===== src/rtl/mem_access_ctrl_pkg.sv =====
// Shared encodings for the unified-memory access controller: FSM states,
// grant identifiers, funct3 size codes and the misalignment check.
package mem_access_ctrl_pkg;

  typedef enum logic [2:0] {
    S_IDLE,
    S_ISSUE_I,
    S_ISSUE_D,
    S_RESP_I,
    S_RESP_D
  } state_e;

  typedef enum logic {
    GRANT_INST,
    GRANT_DATA
  } grant_e;

  localparam logic [2:0] F3_LB  = 3'b000;
  localparam logic [2:0] F3_LH  = 3'b001;
  localparam logic [2:0] F3_LW  = 3'b010;
  localparam logic [2:0] F3_LBU = 3'b100;
  localparam logic [2:0] F3_LHU = 3'b101;

  // Word accesses need addr[1:0]==0, halfword accesses need addr[0]==0.
  function automatic logic misaligned(input logic [2:0] f3, input logic [1:0] lsb);
    return ((f3[1:0] == 2'b10) && (lsb != 2'b00)) ||
           ((f3[1:0] == 2'b01) && lsb[0]);
  endfunction

endpackage


===== src/rtl/mem_access_ctrl_rsp_capture.sv =====
// Response registers: holds the last fetched instruction and the last load
// result, each with its own load enable and a shared synchronous clear.
module mem_rsp_capture #(
  parameter int unsigned DATA_W = 32
) (
  input  logic              clk,
  input  logic              clr_i,
  input  logic              if_ld_i,
  input  logic              dm_ld_i,
  input  logic [DATA_W-1:0] rdata_i,
  output logic [DATA_W-1:0] if_inst_o,
  output logic [DATA_W-1:0] dm_rdata_o
);

  logic [DATA_W-1:0] if_inst_q;
  logic [DATA_W-1:0] dm_rdata_q;

  always_ff @(posedge clk) begin
    if (clr_i) begin
      if_inst_q  <= '0;
      dm_rdata_q <= '0;
    end else begin
      if (if_ld_i) if_inst_q  <= rdata_i;
      if (dm_ld_i) dm_rdata_q <= rdata_i;
    end
  end

  assign if_inst_o  = if_inst_q;
  assign dm_rdata_o = dm_rdata_q;

endmodule


===== src/rtl/mem_access_ctrl.sv =====
// Serializes IF fetches and MEM loads/stores onto the single memory port.
// Optional MISALIGN_TRAP_EN: misaligned data accesses are trapped via dm_err.
module mem_access_ctrl
  import mem_access_ctrl_pkg::*;
#(
  parameter int unsigned ADDR_W = 12,
  parameter int unsigned DATA_W = 32
) (
  input  logic              clk,
  input  logic              rst,
  input  logic              if_req,
  input  logic [ADDR_W-1:0] if_addr,
  output logic              if_ready,
  output logic [DATA_W-1:0] if_inst,
  input  logic              dm_req,
  input  logic              dm_we,
  input  logic [2:0]        dm_f3,
  input  logic [ADDR_W-1:0] dm_addr,
  input  logic [DATA_W-1:0] dm_wdata,
  output logic              dm_ready,
  output logic [DATA_W-1:0] dm_rdata,
  output logic              dm_err,
  output logic              stall,
  output logic [ADDR_W-1:0] mem_addr,
  output logic [DATA_W-1:0] mem_wdata,
  output logic              mem_read,
  output logic              mem_write,
  output logic              mem_ifetch,
  output logic [2:0]        mem_f3,
  input  logic [DATA_W-1:0] mem_rdata
);

  state_e            state_q, state_d;
  grant_e            last_q;
  logic              if_ready_q, dm_ready_q, dm_err_q;
  logic              we_q, err_q;
  logic [ADDR_W-1:0] mem_addr_q;
  logic [DATA_W-1:0] mem_wdata_q;
  logic              mem_read_q, mem_write_q, mem_ifetch_q;
  logic [2:0]        mem_f3_q;
  logic              if_pend, dm_pend, dm_mis;
  logic              pick_i, pick_d;

  // A request whose ready is showing this cycle has been served, not re-raised.
  assign if_pend = if_req & ~if_ready_q;
  assign dm_pend = dm_req & ~dm_ready_q;

`ifdef MISALIGN_TRAP_EN
  assign dm_mis = misaligned(dm_f3, dm_addr[1:0]);
`else
  assign dm_mis = 1'b0;
`endif

  always_comb begin
    pick_i  = 1'b0;
    pick_d  = 1'b0;
    state_d = state_q;
    unique case (state_q)
      S_IDLE: begin
        if (if_pend && dm_pend) begin
          pick_i = (last_q == GRANT_DATA);
          pick_d = (last_q == GRANT_INST);
        end else begin
          pick_i = if_pend;
          pick_d = dm_pend;
        end
      end
      S_RESP_I: pick_d = dm_pend;
      S_RESP_D: pick_i = if_pend;
      default: ;
    endcase
    unique case (state_q)
      S_ISSUE_I: state_d = S_RESP_I;
      S_ISSUE_D: state_d = S_RESP_D;
      default: begin
        if (pick_i)      state_d = S_ISSUE_I;
        else if (pick_d) state_d = dm_mis ? S_RESP_D : S_ISSUE_D;
        else             state_d = S_IDLE;
      end
    endcase
  end

  always_ff @(posedge clk) begin
    if (!rst) begin
      state_q      <= S_IDLE;
      last_q       <= GRANT_DATA;
      if_ready_q   <= 1'b0;
      dm_ready_q   <= 1'b0;
      dm_err_q     <= 1'b0;
      we_q         <= 1'b0;
      err_q        <= 1'b0;
      mem_addr_q   <= '0;
      mem_wdata_q  <= '0;
      mem_read_q   <= 1'b0;
      mem_write_q  <= 1'b0;
      mem_ifetch_q <= 1'b0;
      mem_f3_q     <= '0;
    end else begin
      state_q      <= state_d;
      if_ready_q   <= (state_q == S_RESP_I);
      dm_ready_q   <= (state_q == S_RESP_D);
      dm_err_q     <= (state_q == S_RESP_D) & err_q;
      mem_addr_q   <= '0;
      mem_wdata_q  <= '0;
      mem_read_q   <= 1'b0;
      mem_write_q  <= 1'b0;
      mem_ifetch_q <= 1'b0;
      mem_f3_q     <= '0;
      if (pick_i) begin
        last_q       <= GRANT_INST;
        mem_addr_q   <= if_addr;
        mem_ifetch_q <= 1'b1;
        mem_f3_q     <= F3_LW;
      end
      if (pick_d) begin
        last_q <= GRANT_DATA;
        we_q   <= dm_we;
        err_q  <= dm_mis;
        if (!dm_mis) begin
          mem_addr_q  <= dm_addr;
          mem_f3_q    <= dm_f3;
          mem_read_q  <= ~dm_we;
          mem_write_q <= dm_we;
          mem_wdata_q <= dm_we ? dm_wdata : '0;
        end
      end
    end
  end

  mem_rsp_capture #(.DATA_W(DATA_W)) u_rsp_capture (
    .clk        (clk),
    .clr_i      (~rst),
    .if_ld_i    (state_q == S_RESP_I),
    .dm_ld_i    ((state_q == S_RESP_D) & ~we_q & ~err_q),
    .rdata_i    (mem_rdata),
    .if_inst_o  (if_inst),
    .dm_rdata_o (dm_rdata)
  );

  // Enables are gated by rst so a reset landing on an issue cycle reaches the
  // memory's sampling edge with no access asserted.
  assign mem_read   = mem_read_q   & rst;
  assign mem_write  = mem_write_q  & rst;
  assign mem_ifetch = mem_ifetch_q & rst;
  assign mem_addr   = mem_addr_q;
  assign mem_wdata  = mem_wdata_q;
  assign mem_f3     = mem_f3_q;

  assign if_ready = if_ready_q;
  assign dm_ready = dm_ready_q;
  assign dm_err   = dm_err_q;
  assign stall    = (if_req & ~if_ready_q) | (dm_req & ~dm_ready_q);

endmodule


===== config.mk =====
export PLATFORM = sky130hd
export DESIGN_NAME = mem_access_ctrl
export DESIGN_NICKNAME = d
export VERILOG_FILES = /design/src/rtl/mem_access_ctrl_pkg.sv /design/src/rtl/mem_access_ctrl_rsp_capture.sv /design/src/rtl/mem_access_ctrl.sv
export SDC_FILE = /design/constraint.sdc
export NUM_CORES = 1
export LEC_CHECK = 0
export BUFFER_PORTS_ARGS = -buffer_cell sky130_fd_sc_hd__buf_2
export CORE_MARGIN = 1.5
export CORE_UTILIZATION = 30
export CTS_CLUSTER_SIZE = 10
export DETAILED_ROUTE_END_ITERATION = 10
export GPL_TIMING_DRIVEN = 0
export PLACE_DENSITY_LB_ADDON = 0.05
export SLEW_MARGIN = 10
export SYNTH_ARGS = -nofsm -noshare
export SYNTH_HDL_FRONTEND = slang
export SYNTH_SLANG_ARGS = --single-unit

===== constraint.sdc =====
create_clock -name clk -period 4.4 [get_ports clk]
set_input_delay 0.22 -clock clk [delete_from_list [all_inputs] [get_ports clk]]
set_output_delay 0.22 -clock clk [all_outputs]
set_load 0.005 [all_outputs]

## Yosys cells after proc, flatten, opt, wreduce, memory -nomap -nowiden

Index checks and enable logic that the tools add are counted.
W data, S select, Z words.

- Register bits: 121
- Bits in latches: 0
- Memory bits (writable): 0
- Bits in read-only memories: 0
- Input port bits: 96
- Logic and storage cells: 47
- Memories kept: 0

- Add/subtract/negate cells: 0
- Multiply operators: 0
- Div/mod/pow operators: 0
- Order comparisons: 0
- Equality and inequality tests: 4
- Shift-type cells: 0
- Muxes and demuxes: 12
- Bitwise operators: 13
- Reductions and logical operators: 5

Operators by type and width:

| operator | number |
|---|---|
| $mux W12 | 2 |
| $and A1 B1 Y1 | 6 |
| $eq A3 B2 Y1 const B | 2 |
| $mux W2 | 3 |
| $not A1 Y1 | 6 |
| $pmux W3 S2 | 1 |
| $pmux W1 S2 | 2 |
| $eq A3 B1 Y1 const B | 1 |
| $eq A3 B3 Y1 const B | 1 |
| $logic_not A3 Y1 | 1 |
| $mux W1 | 3 |
| $mux W3 | 1 |
| $reduce_and A3 Y1 | 1 |
| $reduce_and A2 Y1 | 1 |
| $reduce_or A2 Y1 | 1 |
| $logic_and A1 B1 Y1 | 1 |
| $or A1 B1 Y1 | 1 |

## Depth between registers and ports, before layout

- Word-level depth: 8
- Mapped depth: 7
- Gate-level depth less buffers: 4

## Hierarchy

Synthesis repeated with hierarchy kept, for this count alone.

- Cell total of the unflattened synthesis: 360
- Area total of the unflattened synthesis: 4186.5 sq um

Modules (own cells, without submodules):

| module | instances | cells each | area an instance (sq um) | seq. area each (sq um) |
|---|---|---|---|---|
| mem_rsp_capture | 1 | 207 | 2339.7 | 1281.2 |
| mem_access_ctrl | 1 | 153 | 1846.8 | 1141.1 |

## Worst setup path before layout

OpenSTA, ideal clock, no wires.

- Path kind: reg-to-reg
- From: register state_q[0]
- To: register mem_addr_q[10], in the netlist mem_addr[10]
- Setup time: 0.117 ns
- Data arrival time: 1.306 ns
- Required time: 4.283 ns
- Setup slack: 2.977 ns
- Cell stages (with the launch flop): 7
- Path buffers: 2
- Period minus slack after synthesis: 1.423 ns
- Cell sequence: dfxtp_1 -> buf_2 -> and2_1 -> a21oi_2 -> nor3_4 -> buf_2 -> a22o_1

- Cells in the longest elaborated chain, start to end: 4

RTL lines:

| what | line | source |
|---|---|---|
| from (decl) | mem_access_ctrl.sv:33 | `state_e state_q, state_d;` |
| from (signal assigned) | mem_access_ctrl.sv:99 | `state_q <= state_d;` |
| $eq A3 B3 Y1 or $logic_not A3 Y1 (tied branches) | mem_access_ctrl.sv:58 | `unique case (state_q)` |
| $pmux W1 S2 | mem_access_ctrl.sv:58 |  |
| $mux W12 | mem_access_ctrl.sv:109 | `if (pick_i) begin` |
| $mux W12 * | mem_access_ctrl.sv:115 | `if (pick_d) begin` |
| to (signal assigned) | mem_access_ctrl.sv:111 | `mem_addr_q <= if_addr;` |
| to (signal assigned) | mem_access_ctrl.sv:120 | `mem_addr_q <= dm_addr;` |
| to (decl) | mem_access_ctrl.sv:37 | `logic [ADDR_W-1:0] mem_addr_q;` |

Every way passes the cells marked *; elsewhere a longest branch is shown, timed or not.
A chain may end at the register's enable or synchronous reset.

## Worst setup path in the final report

- From: register state_q[2]
- To: register mem_addr_q[10], in the netlist mem_addr[10]

Same word-level chain as after synthesis.

==> metrics <==
leading cell types in the layout, fill and taps excluded=220 x buf_2, 130 x nand2_1, 121 x dfxtp_1; #FFs+latches synth=about 120; commonest non-fill, non-tap cell in the layout=buf_2; clock latency on the worst-skew pair=around 0.41 ns; Die H=120 um; TritonCTS buffer count=17; clock sink count=about 120; Global Route Usage Sum=roughly 16%; Critical Path Fanout Max=10; leading area contributor after synthesis=dfxtp_1; mux cell area share after synthesis=less than 1%; Routed WL=11.6 mm; CP arrival=approximately 2.5 ns; post-DP HPWL=8.39 mm; Final Hold Viols=0; Clock Root Buffer=clkbuf_16; Crit Path Class=reg -> reg; GP Congestion=0.758; Worst path max stage delay=0.54 ns; Initial Utilization=between 30% and 40%; Synth Area in Adders=0%; first-pass GRT wire length=approximately 18 mm; DRT antenna net count=0; worst vdd ir=roughly 0.00027 V; Final setup violation count=0; Final Power=roughly 2.8 mW; largest net degree at the start of global routing=17; vias per inst=4.30; RSZ-0062 raised after global routing=false; post-route clock skew=~0.0083 ns; Post-Syn Area=a little over 4000 um^2; Top-Level Pins=roughly 210; outcome=completed; setup_tns=0 ns; slew at the pin with the worst max-slew slack=0.540 ns; vias in the first global route=around 3800; routed vias=roughly 3800; antenna violations before repair=0; Tmin final=~2.2 ns; type of origin of the critical path=flop; Longest Clk Path Bufs=2; P per Cell Area=approximately 440 nW/um^2; die area=~14000 um^2; Clock Pin Slew Worst Setup and Hold Paths=0.05 ns; max_slew headroom=about 64%; crit share post-route=49.7%; EDFF count, synth=0; H-tree Lvls=4; num rows=42; total gr overflow=0; Area growth, synth to finish=55.8%; max-cap violations=0; Mapped Cells=431; share of the synthesized area in the top cell type=roughly three fifths; Leakage Power=approximately 3.0 nW; ANT cells=0; DRT Pass-1 Iters=5; post-synthesis compound-gate area fraction=approximately 16%; core area=13300 um^2; Cell variety after synth=34; sw frac=between 20% and 30%; proportion of layout cells with a drive suffix above 1=36.2%; hold-fix buffers at CTS=42; drt drc=0; Slew Limit Fails=0; Worst Path Required=between 4 and 5 ns; average wire per standard cell=13.0 um; P_sw=between 0.6 and 0.7 mW; Synth area leaders=dfxtp_1 59%, nand2_1 12%, a21boi_0 10%; post-synthesis simple-gate area fraction=a little over a fifth; slowest CP cell=dlygate4sd3_1; post-cts sizing count=0; Gate power share=a little under a tenth; Flop pwr share=about two fifths; achievable clock frequency=about 0.46 GHz; Yosys warning count=0; xor/xnor share of the synthesized area=0%; Hold WC Path Type=in -> reg; post-synth net total=approximately 530; nets@finish=800; Post-CTS Setup Inserts=0; Worst Setup End Kind=flop; clock share of power=between 40% and 50%; crit-path cells=nor3b_1 -> a211o_1 -> nor2_2 -> buf_2 -> a22o_1 -> dlygate4sd3_1; CTS tree=yes; Port Buffers=roughly 210; Die X-Extent=between 100 and 150 um; Seq/Total Area, Yosys=between 50% and 60%; DRT iter0 DRCs=120; Mean Syn Cell Area=~9.6 um^2; internal power=between 2 and 2.5 mW; most used flip-flop cell after synthesis=dfxtp_1; main combinational cell family by area after synthesis=simple AND/OR/NAND/NOR gates; Async SR Flop Fraction=0%; # fillers=between 1000 and 1500
flip-flops by register name, summed over array words and instances, names as in the netlist:
signal and cells:
dm_ready 1, mem_addr 12, if_ready 1, mem_ifetch_q 1, we_q 1, last_q 1, mem_read_q 1, u_rsp_capture.if_inst_o 32
mem_wdata 32, u_rsp_capture.dm_rdata_o 32, mem_f3 3, state_q 3, mem_write_q 1
Yosys cell counts (2+ instances only):
library cell,n
and2_1,40
nand2_1,130
nand3b_1,2
a21boi_0,56
clkbuf_1,17
dfxtp_1,121
nand2b_1,4
nor2_1,3
o21ai_0,2
clkbuf_2,2
nor2b_1,2
a21boi_1,8
a22o_1,12
nor2_2,2
inv_1,3
a21oi_1,2
buf_2,8
critical path, delay by kind of cell (launching register included):
family	cells	cell delay, ns
AOI/OAI and AO/OA	2	0.48
and+or+nand+nor	2	0.50
DFF	1	0.37
buffers and inverters	2	0.73
logic make-up (layout without fill, tap and decap cells):
kind of cell | count (synthesis) | after routing
other | 1 | 1
AND/OR/NAND/NOR | 190 | 190
multiplexers | 2 | 2
flip-flops | 121 | 121
AO/OA/AOI/OAI | 86 | 86
buffers and inverters | 31 | 316
final cells by class:
type	instances	area [um^2]	share of cell area [%]
clock inverters	8	118	1.83
inverters	3	11.3	0.175
repair buffers	254	1480	23.0
clock buffers	23	488	7.58
plain buffers	28	121	1.88
well taps	176	220	3.42
multi-input cells	279	1580	24.5
flip-flops and latches	121	2420	37.6
through the flow:
| step | util, % | hold slack, ns | setup WS, ns | cell area (um^2) | std cells |
|---|---|---|---|---|---|
| floorplan | - | 0.299 | 2.98 | 4130 | 431 |
| global placement | 40.6 | 0.415 | 2.62 | 5410 | 819 |
| detailed placement | 40.6 | 0.421 | 2.59 | 5410 | 819 |
| CTS | 48.2 | 0.000319 | 2.22 | 6440 | 892 |
| global route | 48.2 | 0.00139 | 2.05 | 6440 | 892 |
| finish | 48.2 | 0.0194 | 2.21 | 6440 | 892 |
worst paths after layout:
kind	start	endpoint	slack (ns)	cells after the start
setup / recovery	state_q[2]$_SDFF_PN0_	mem_addr[10]$_SDFF_PN0_	2.21	6
hold / removal	if_addr[5]	mem_addr[5]$_SDFF_PN0_	0.02	2
setup reg to reg	state_q[2]$_SDFF_PN0_	mem_addr[10]$_SDFF_PN0_	2.21	6
hold reg to reg	u_rsp_capture.dm_rdata_o[9]$_SDFFE_PN0P_	u_rsp_capture.dm_rdata_o[9]$_SDFFE_PN0P_	0.45	2
power by group through the flow:
stage / registers [mW] / clock network (mW) / logic [mW]
5_1_grt: 1.17 / 1.50 / 0.294
6_report: 1.17 / 1.41 / 0.264
2_1_floorplan: 1.19 / 0 / 0.112
3_5_place_dp: 1.19 / 0 / 0.238
3_3_place_gp: 1.19 / 0 / 0.236
4_1_cts: 1.17 / 1.45 / 0.267
layer usage:
metal  up-vias  GRT usage, %  wire (um)
met5         -             0          0
met4         0          6.47        170
met3        14          7.22        936
met2       135          27.5       5680
met1      1735          18.0       4850
li1       1950             -          -
Note: power is estimated with default switching activity, not from simulation.
